$ cat src/rtl/ctrl_pkg.sv
// ctrl_pkg: shared constants for the multicycle MIPS-subset controller and
// its datapath. It holds the opcode/funct codes, the FSM state encoding,
// the ULA operation codes, every mux-select encoding and the control-word
// struct. It also holds the datapath constants that the mux inputs
// reference (SP reset value and the exception vector addresses).
package ctrl_pkg;

  // Datapath constants; the controller only selects them.
  localparam int SP_RESET_VAL = 227;
  localparam int EXC_ADDR_OPC = 253;
  localparam int EXC_ADDR_OVF = 254;

  localparam logic [5:0] OP_RTYPE = 6'h00;
  localparam logic [5:0] OP_J     = 6'h02;
  localparam logic [5:0] OP_BEQ   = 6'h04;
  localparam logic [5:0] OP_BNE   = 6'h05;
  localparam logic [5:0] OP_ADDI  = 6'h08;
  localparam logic [5:0] OP_LW    = 6'h23;
  localparam logic [5:0] OP_SW    = 6'h2B;

  localparam logic [5:0] FN_ADD = 6'h20;
  localparam logic [5:0] FN_SUB = 6'h22;
  localparam logic [5:0] FN_AND = 6'h24;

  typedef enum logic [4:0] {
    S_RESET   = 5'd0,
    S_FETCH   = 5'd1,
    S_DECODE  = 5'd2,
    S_RTYPE   = 5'd3,
    S_ADDI    = 5'd4,
    S_LW      = 5'd5,
    S_SW      = 5'd6,
    S_BRANCH  = 5'd7,
    S_JUMP    = 5'd8,
    S_EXC_OPC = 5'd9,
    S_EXC_OVF = 5'd10
  } state_t;

  localparam logic [2:0] ULA_LOAD = 3'b000;
  localparam logic [2:0] ULA_ADD  = 3'b001;
  localparam logic [2:0] ULA_SUB  = 3'b010;
  localparam logic [2:0] ULA_AND  = 3'b011;
  localparam logic [2:0] ULA_CMP  = 3'b111;

  localparam logic       A_PC = 1'b0;
  localparam logic       A_A  = 1'b1;

  localparam logic [1:0] B_B       = 2'b00;
  localparam logic [1:0] B_FOUR    = 2'b01;
  localparam logic [1:0] B_SEXT    = 2'b10;
  localparam logic [1:0] B_SEXT_SH = 2'b11;

  localparam logic [1:0] WREG_RT = 2'b00;
  localparam logic [1:0] WREG_RD = 2'b01;
  localparam logic [1:0] WREG_29 = 2'b10;
  localparam logic [1:0] WREG_31 = 2'b11;

  localparam logic [2:0] WDATA_ALU = 3'b000;
  localparam logic [2:0] WDATA_MDR = 3'b001;
  localparam logic [2:0] WDATA_SP  = 3'b010;

  localparam logic [2:0] MEM_PC      = 3'b000;
  localparam logic [2:0] MEM_ALU     = 3'b001;
  localparam logic [2:0] MEM_EXC_OPC = 3'b010;
  localparam logic [2:0] MEM_EXC_OVF = 3'b011;

  localparam logic [2:0] PC_ULA  = 3'b000;
  localparam logic [2:0] PC_ALU  = 3'b001;
  localparam logic [2:0] PC_JUMP = 3'b010;
  localparam logic [2:0] PC_MDR  = 3'b011;

  typedef struct packed {
    logic       pc_w;
    logic       mem_w;
    logic       ir_w;
    logic       mdr_w;
    logic       rb_w;
    logic       ab_w;
    logic       alu_w;
    logic       epc_w;
    logic [2:0] ula_c;
    logic       sel_a;
    logic [1:0] sel_b;
    logic [1:0] sel_wreg;
    logic [2:0] sel_wdata;
    logic [2:0] sel_mem;
    logic [2:0] sel_pcsrc;
    logic       rst_out;
  } ctrl_t;

  function automatic logic [2:0] funct_ula(logic [5:0] funct);
    case (funct)
      FN_ADD:  return ULA_ADD;
      FN_SUB:  return ULA_SUB;
      FN_AND:  return ULA_AND;
      default: return ULA_LOAD;
    endcase
  endfunction

  // Execute state chosen at the end of DECODE.
  function automatic state_t dispatch(logic [5:0] opcode, logic [5:0] funct);
    case (opcode)
      OP_RTYPE:       return (funct == FN_ADD || funct == FN_SUB || funct == FN_AND)
                             ? S_RTYPE : S_EXC_OPC;
      OP_ADDI:        return S_ADDI;
      OP_LW:          return S_LW;
      OP_SW:          return S_SW;
      OP_BEQ, OP_BNE: return S_BRANCH;
      OP_J:           return S_JUMP;
      default:        return S_EXC_OPC;
    endcase
  endfunction

endpackage

$ cat src/rtl/ctrl_decode.sv
// ctrl_decode: purely combinational decode of the controller.
// Inputs : state, cnt (cycle within state), opcode, funct, of, eq.
// Outputs: ctl (Moore control word from state/cnt, with eq gating the
//          branch PC write) and nxt (next state).
module ctrl_decode
  import ctrl_pkg::*;
(
  input  state_t      state,
  input  logic [2:0]  cnt,
  input  logic [5:0]  opcode,
  input  logic [5:0]  funct,
  input  logic        of,
  input  logic        eq,
  output ctrl_t       ctl,
  output state_t      nxt
);

  always_comb begin
    nxt = state;
    case (state)
      S_RESET:  nxt = S_FETCH;
      S_FETCH:  if (cnt == 3'd2) nxt = S_DECODE;
      S_DECODE: if (cnt == 3'd1) nxt = dispatch(opcode, funct);
      // Only add/sub reach the overflow trap; and never overflows.
      S_RTYPE:  if (cnt == 3'd0) begin
                  if (of && funct != FN_AND) nxt = S_EXC_OVF;
                end else nxt = S_FETCH;
      S_ADDI:   if (cnt == 3'd0) begin
                  if (of) nxt = S_EXC_OVF;
                end else nxt = S_FETCH;
      S_LW:     if (cnt == 3'd4) nxt = S_FETCH;
      S_SW:     if (cnt == 3'd1) nxt = S_FETCH;
      S_BRANCH, S_JUMP: nxt = S_FETCH;
      S_EXC_OPC, S_EXC_OVF: if (cnt == 3'd4) nxt = S_FETCH;
      default:  nxt = S_RESET;
    endcase
  end

  always_comb begin
    ctl = '0;
    case (state)
      S_RESET: begin
        ctl.rb_w      = 1'b1;
        ctl.sel_wreg  = WREG_29;
        ctl.sel_wdata = WDATA_SP;
      end
      S_FETCH: begin
        // PC+4 stays on the ULA through c2 so the PC write picks it up.
        ctl.sel_mem = MEM_PC;
        ctl.sel_a   = A_PC;
        ctl.sel_b   = B_FOUR;
        ctl.ula_c   = ULA_ADD;
        if (cnt == 3'd2) begin
          ctl.ir_w      = 1'b1;
          ctl.pc_w      = 1'b1;
          ctl.sel_pcsrc = PC_ULA;
        end
      end
      S_DECODE: if (cnt == 3'd0) begin
        ctl.ab_w  = 1'b1;
        ctl.alu_w = 1'b1;
        ctl.sel_a = A_PC;
        ctl.sel_b = B_SEXT_SH;
        ctl.ula_c = ULA_ADD;
      end
      S_RTYPE, S_ADDI: if (cnt == 3'd0) begin
        ctl.sel_a = A_A;
        ctl.sel_b = (state == S_ADDI) ? B_SEXT : B_B;
        ctl.ula_c = (state == S_ADDI) ? ULA_ADD : funct_ula(funct);
        ctl.alu_w = 1'b1;
      end else begin
        ctl.rb_w      = 1'b1;
        ctl.sel_wreg  = (state == S_ADDI) ? WREG_RT : WREG_RD;
        ctl.sel_wdata = WDATA_ALU;
      end
      S_LW, S_SW: case (cnt)
        3'd0: begin
          ctl.sel_a = A_A;
          ctl.sel_b = B_SEXT;
          ctl.ula_c = ULA_ADD;
          ctl.alu_w = 1'b1;
        end
        3'd1, 3'd2: begin
          ctl.sel_mem = MEM_ALU;
          ctl.mem_w   = (state == S_SW);
        end
        3'd3: ctl.mdr_w = 1'b1;
        default: begin
          ctl.rb_w      = 1'b1;
          ctl.sel_wreg  = WREG_RT;
          ctl.sel_wdata = WDATA_MDR;
        end
      endcase
      S_BRANCH: begin
        ctl.sel_a     = A_A;
        ctl.sel_b     = B_B;
        ctl.ula_c     = ULA_CMP;
        ctl.sel_pcsrc = PC_ALU;
        ctl.pc_w      = (opcode == OP_BEQ) ? eq : !eq;
      end
      S_JUMP: begin
        ctl.pc_w      = 1'b1;
        ctl.sel_pcsrc = PC_JUMP;
      end
      S_EXC_OPC, S_EXC_OVF: case (cnt)
        3'd0: begin
          // EPC <= PC-4: PC was already advanced during FETCH.
          ctl.epc_w = 1'b1;
          ctl.sel_a = A_PC;
          ctl.sel_b = B_FOUR;
          ctl.ula_c = ULA_SUB;
        end
        3'd1, 3'd2: ctl.sel_mem = (state == S_EXC_OVF) ? MEM_EXC_OVF : MEM_EXC_OPC;
        3'd3: ctl.mdr_w = 1'b1;
        default: begin
          ctl.pc_w      = 1'b1;
          ctl.sel_pcsrc = PC_MDR;
        end
      endcase
      default: ctl = '0;
    endcase
  end

endmodule

$ cat src/rtl/ctrl_unit_mc.sv
// ctrl_unit_mc: multicycle control FSM for the MIPS-subset datapath.
// Inputs : clk, reset (sync, active-high), opcode/funct from IR, ULA of/eq.
// Outputs: datapath write enables, ula_c, mux selects, rst_out, state_dbg.
// Holds the state/counter registers; decode lives in ctrl_decode.
module ctrl_unit_mc
  import ctrl_pkg::*;
(
  input  logic       clk,
  input  logic       reset,
  input  logic [5:0] opcode,
  input  logic [5:0] funct,
  input  logic       of,
  input  logic       eq,
  output logic       pc_w,
  output logic       mem_w,
  output logic       ir_w,
  output logic       mdr_w,
  output logic       rb_w,
  output logic       ab_w,
  output logic       alu_w,
  output logic       epc_w,
  output logic [2:0] ula_c,
  output logic       m_sel_a,
  output logic [1:0] m_sel_b,
  output logic [1:0] m_sel_wreg,
  output logic [2:0] m_sel_wdata,
  output logic [2:0] m_sel_mem,
  output logic [2:0] m_sel_pcsrc,
  output logic       rst_out,
  output logic [4:0] state_dbg
);

  state_t     state, nxt;
  logic [2:0] cnt;
  ctrl_t      ctl_d, ctl;

  ctrl_decode u_dec (
    .state  (state),
    .cnt    (cnt),
    .opcode (opcode),
    .funct  (funct),
    .of     (of),
    .eq     (eq),
    .ctl    (ctl_d),
    .nxt    (nxt)
  );

  // Counter restarts whenever the state changes.
  always_ff @(posedge clk) begin
    if (reset) begin
      state <= S_RESET;
      cnt   <= '0;
    end else begin
      state <= nxt;
      cnt   <= (nxt != state) ? 3'd0 : cnt + 3'd1;
    end
  end

  // Reset masks the decoded word combinationally so an aborted instruction
  // asserts nothing in the cycle reset is seen.
  always_comb begin
    ctl = ctl_d;
    if (reset) begin
      ctl         = '0;
      ctl.rst_out = 1'b1;
    end
  end

  assign pc_w        = ctl.pc_w;
  assign mem_w       = ctl.mem_w;
  assign ir_w        = ctl.ir_w;
  assign mdr_w       = ctl.mdr_w;
  assign rb_w        = ctl.rb_w;
  assign ab_w        = ctl.ab_w;
  assign alu_w       = ctl.alu_w;
  assign epc_w       = ctl.epc_w;
  assign ula_c       = ctl.ula_c;
  assign m_sel_a     = ctl.sel_a;
  assign m_sel_b     = ctl.sel_b;
  assign m_sel_wreg  = ctl.sel_wreg;
  assign m_sel_wdata = ctl.sel_wdata;
  assign m_sel_mem   = ctl.sel_mem;
  assign m_sel_pcsrc = ctl.sel_pcsrc;
  assign rst_out     = ctl.rst_out;
  assign state_dbg   = state;

endmodule
$ cat config.mk
export PLATFORM = sky130hd
export DESIGN_NAME = ctrl_unit_mc
export DESIGN_NICKNAME = d
export VERILOG_FILES = /design/src/rtl/ctrl_pkg.sv /design/src/rtl/ctrl_decode.sv /design/src/rtl/ctrl_unit_mc.sv
export SDC_FILE = /design/constraint.sdc
export NUM_CORES = 1
export LEC_CHECK = 0
export ABC_AREA = 1
export CAP_MARGIN = 10
export CORE_MARGIN = 2
export CORE_UTILIZATION = 45
export DETAILED_ROUTE_END_ITERATION = 7
export PLACE_DENSITY = 0.81
export SYNTH_ARGS = -nofsm -noshare
export SYNTH_HDL_FRONTEND = slang
export SYNTH_HIERARCHICAL = 1
export SYNTH_SLANG_ARGS = --single-unit
$ cat constraint.sdc
create_clock -name clk -period 4.9 [get_ports clk]
set_input_delay 0.98 -clock clk [delete_from_list [all_inputs] [get_ports clk]]
set_output_delay 0.98 -clock clk [all_outputs]
set_load 0.02 [all_outputs]
Yosys cells after proc, flatten, opt, wreduce, memory -nomap -nowiden
Cells that the tools add are included.

operators by class
  add/sub/neg operators = 1
  equality and inequality tests = 25
  muxes and demuxes = 46
  reduce and logical (&&, ||, !) cells = 18

operators with widths
  operator              number
  $mux W5               9
  $pmux W6 S6           1
  $pmux W5 S7           1
  $eq A6 B6 Y1 const B  5
  $pmux W5 S6           1
  $mux W26              1
  $eq A5 B3 Y1 const B  4
  $mux W1               16
  $eq A5 B4 Y1 const B  3
  $pmux W5 S3           1
  $eq A6 B3 Y1 const B  2
  $mux W4               3
  $reduce_or A2 Y1      6
  $reduce_or A4 Y1      3
  $eq A5 B2 Y1 const B  2
  $pmux W3 S3           1
  $mux W2               4
  $mux W7               1
  $eq A3 B2 Y1 const B  2
  $eq A6 B2 Y1 const B  1
  $eq A6 B4 Y1 const B  1
  $logic_not A6 Y1      1
  $mux W6               1
  $ne A6 B6 Y1 const B  1
  17 further kinds      19

storage, ports and cells
  bits in registers = 8
  bits of input ports = 16
  output and inout bits = 31
  logic and storage cells = 92

Depth between registers and ports, before layout
  depth after elaboration = 9
  gate-level depth with buffers = 15

Cells and area by module
Netlist, hierarchy kept.

by module, submodules not included
  module        times used  cells each  area each (µm²)
  ctrl_decode   1           168         752.0
  ctrl_unit_mc  1           103         548.0

Worst setup path before layout
No wires, ideal clock.

  path kind = input to output
  start = input opcode[5]
  end = output pc_w
  arrival = 1,923 ps
  required time = 3,920 ps
  setup slack = 1,997 ps
  cell stages on the path = 6
  cells stage by stage = nor2_1 -> nand3_1 -> xnor2_1 -> o21ai_0 -> inv_1 -> nor2_1

RTL lines
  element          RTL line            text
  start, declared  ctrl_unit_mc.sv:10  input logic [5:0] opcode,
  end, declared    ctrl_unit_mc.sv:14  output logic pc_w,

==> run_results.csv <==
group,metric,value,unit
status,status,"finished clean",
global_routing,grt_overflow,0,
clock_tree,htreeDepth,1,
floorplan,die_y,57.8,µm
global_routing,antenna_found_initial,0,
floorplan,start_util,0.471,
synthesis,ys.warnings.count,6,
setup_path,start_kind,"primary input",
setup_path,reg2regPathDepth,12,
global_routing,grtUsageTotal,0.220,
clock_tree,ctsHoldBuffers,0,
routing,drt_wl_total,3.30,mm
setup_path,regToRegSetupSlack,2860,ps
place,numPortBuffers,43,
hold_path,whs_path_depth,1,
setup_path,critPathMaxStageDelay,610,ps
routing,drt_first_pass_iters,4,
pwr,peakVddDrop,0.145,mV
place,hpwl,2.83,mm
global_routing,grt_max_degree,18,
place,place_inst,341,
finish,final_cells,344,
sta,setup_viol_count_final,0,
floorplan,die_w,57.8,µm
sta,fin_crit,3850,ps
floorplan,num_rows,19,
setup_path,critPathCaptureType,"primary output",
sta,skew,0.215,ps
clock_tree,cts.sinks,8,
clock_tree,clock-root-buffer,"clkbuf_4",
sta,slew-limit-headroom,0.667,
synthesis,avgSynthCellArea,4.80,µm²
synthesis,netlist_instances,271,
clock_tree,postCtsSetupBuffers,0,
setup_path,worst-path-buf-inv,3,
clock_tree,cts_tree,"done",
global_routing,grt_pass1_vias,1473,
routing,first_iter_violations,45,
routing,drc,0,
setup_path,cp_data_required_time,3920,ps
floorplan,ioPinCount,47,
flow_run,max_cap_violations,0,
sta,fin_crit_sh,0.785,
clock_tree,cts_resized,0,
sta,rsz0062_at_grt,"false",
setup_path,cp.arrival,2870,ps
setup_path,crit_slowest_cell,"clkdlybuf4s50_1",
routing,final_antenna_net_count,0,
hold_path,hold_class,"reg2reg",
routing,via_per_inst,4.67,
finish,antenna_cells,0,
sta,slew_viol_final,0,
finish,area_growth_syn_to_layout,34.9,%
pwr,powerDensity,117,nW/µm²
finish,drive_gt1_frac,0.0447,
sta,tightest_slew,498,ps
setup_path,critical_path.top_delay_family,"buffers and inverters",
synthesis,ys_types,26,
floorplan,coreArea,2760,µm²
clock_tree,cts_max_path_buffers,2,
sta,setup_tns,0,ps
pwr,p_leak,0.000835,µW
clock_tree,cts_buffers,3,
routing,wl_per_cell,9.60,µm
synthesis,ys_ff_latch,8,
clock_tree,clkTransAtPathRegs,50,ps
hold_path,whs_endpoint,"cnt[0]",
sta,fmaxAchievable,260,MHz
global_routing,grt_pass1_wl,5.96,mm
finish,fill_cells,301,
setup_path,crit_chain,"clkdlybuf4s50_1, nor2_1, nand3_1, xnor2_1, o21ai_0, inv_1, nor2_1, clkdlybuf4s50_1",
setup_path,worstPathMaxFanout,6,
place,gp_congestion,0.948,
setup_path,r2r_start,"state_dbg[1]",
setup_path,timing.rr.end,"cnt[0]",
sta,final_hold_viol_count,0,
setup_path,critPathKind,"in2out",
synthesis,yosysSeqAreaShare,0.123,
floorplan,dieArea,3340,µm²
synthesis,netlist_area,1300,µm²
clock_tree,clock_latency,260,ps
finish,nets,332,
routing,vias,1605,
hold_path,worstHoldStart,"cnt[0]",
==> cell type report <==
class | count | area [µm²] | area share
flip-flops and latches | 8 | 160 | 0.0913
inverters | 65 | 244 | 0.139
multi-input cells | 193 | 851 | 0.485
clock buffers | 3 | 22.5 | 0.0128
repair buffers | 44 | 438 | 0.250
well taps | 31 | 38.8 | 0.0221
==> worst max-delay path by stage <==
stage,start,end,slack [ps],cells past startpoint
2_1_floorplan,opcode[5],pc_w,2000,6
3_3_place_gp,opcode[5],pc_w,1090,8
3_5_place_dp,opcode[5],pc_w,1050,8
4_1_cts,opcode[5],pc_w,1040,8
5_1_grt,opcode[5],pc_w,880,8
6_report,opcode[5],pc_w,1050,8
==> synth_stat cells <==
master	count	area [µm²]
o21ai_0	8	40.0
buf_4	6	45.0
o21ai_1	2	10.0
nand2_1	58	218
o2111ai_1	1	8.76
o221ai_1	1	8.76
a31oi_1	2	12.5
nand3_1	23	115
and2_1	1	6.26
or2_2	1	6.26
nand3_2	2	20.0
nand3b_1	2	15.0
dfxtp_1	8	160
and3_1	1	6.26
nand4_1	3	18.8
xnor2_1	2	17.5
nor2_1	71	267
nor2_2	3	18.8
nand2_2	1	6.26
a21oi_1	4	20.0
nor3_1	1	5.00
inv_1	62	233
ha_1	1	12.5
conb_1	1	3.75
inv_2	3	11.3
buf_2	3	15.0
==> metal layers <==
| metal | GRT usage | vias to the layer above | wire length, µm |
|---|---|---|---|
| met4 | 0.0930 | 0 | 62 |
| li1 | - | 883 | - |
| met3 | 0.0134 | 7 | 106 |
| met2 | 0.385 | 34 | 1530 |
| met5 | 0 | - | 0 |
| met1 | 0.278 | 681 | 1610 |
==> logic make-up (layout without fill, tap and decap cells) <==
kind of cell    after synthesis  in the layout  synth area share
simple gates                167            167             0.540
buf+inv                      74            112             0.234
compound gates               18             18            0.0770
flops                         8              8             0.123
xor+xnor                      2              2            0.0135
fa+ha+maj                     1              1           0.00962
other cells                   1              5           0.00288
==> flip-flops by register name (all words and copies together) (netlist names) <==
name / cells
state_dbg: 5
cnt: 3
==> report_power, final <==
group          switching, µW  internal (µW)  total [µW]
Sequential              4.26           67.6        71.8
Clock                   21.8           28.0        49.8
Combinational           48.1           35.0        83.0
Total                   74.1            131         205
==> metrics by stage <==
stage | worst slack, ps | util | hold slack, ps | power [µW] | instance area [µm²]
floorplan | 2000 | - | 441 | 127 | 1320
global placement | 1090 | 0.628 | 457 | 154 | 1730
detailed placement | 1050 | 0.628 | 480 | 156 | 1730
CTS | 1040 | 0.636 | 492 | 207 | 1750
global route | 882 | 0.636 | 533 | 222 | 1750
finish | 1050 | 0.636 | 496 | 205 | 1750
==> cell usage in the layout, fill, tap and decap left out, drive strengths merged, types with 2 or more instances in the layout <==
cell           synthesis  layout
a31oi                  2       2
nand3b                 2       2
o21ai                 10      10
nand3                 25      25
inv                   65      65
clkdlybuf4s50          0      43
nand2                 59      59
conb                   1       5
xnor2                  2       2
nand4                  3       3
nor2                  74      74
dfxtp                  8       8
a21oi                  4       4
clkbuf                 0       3
(Power assumes the default switching activity.)
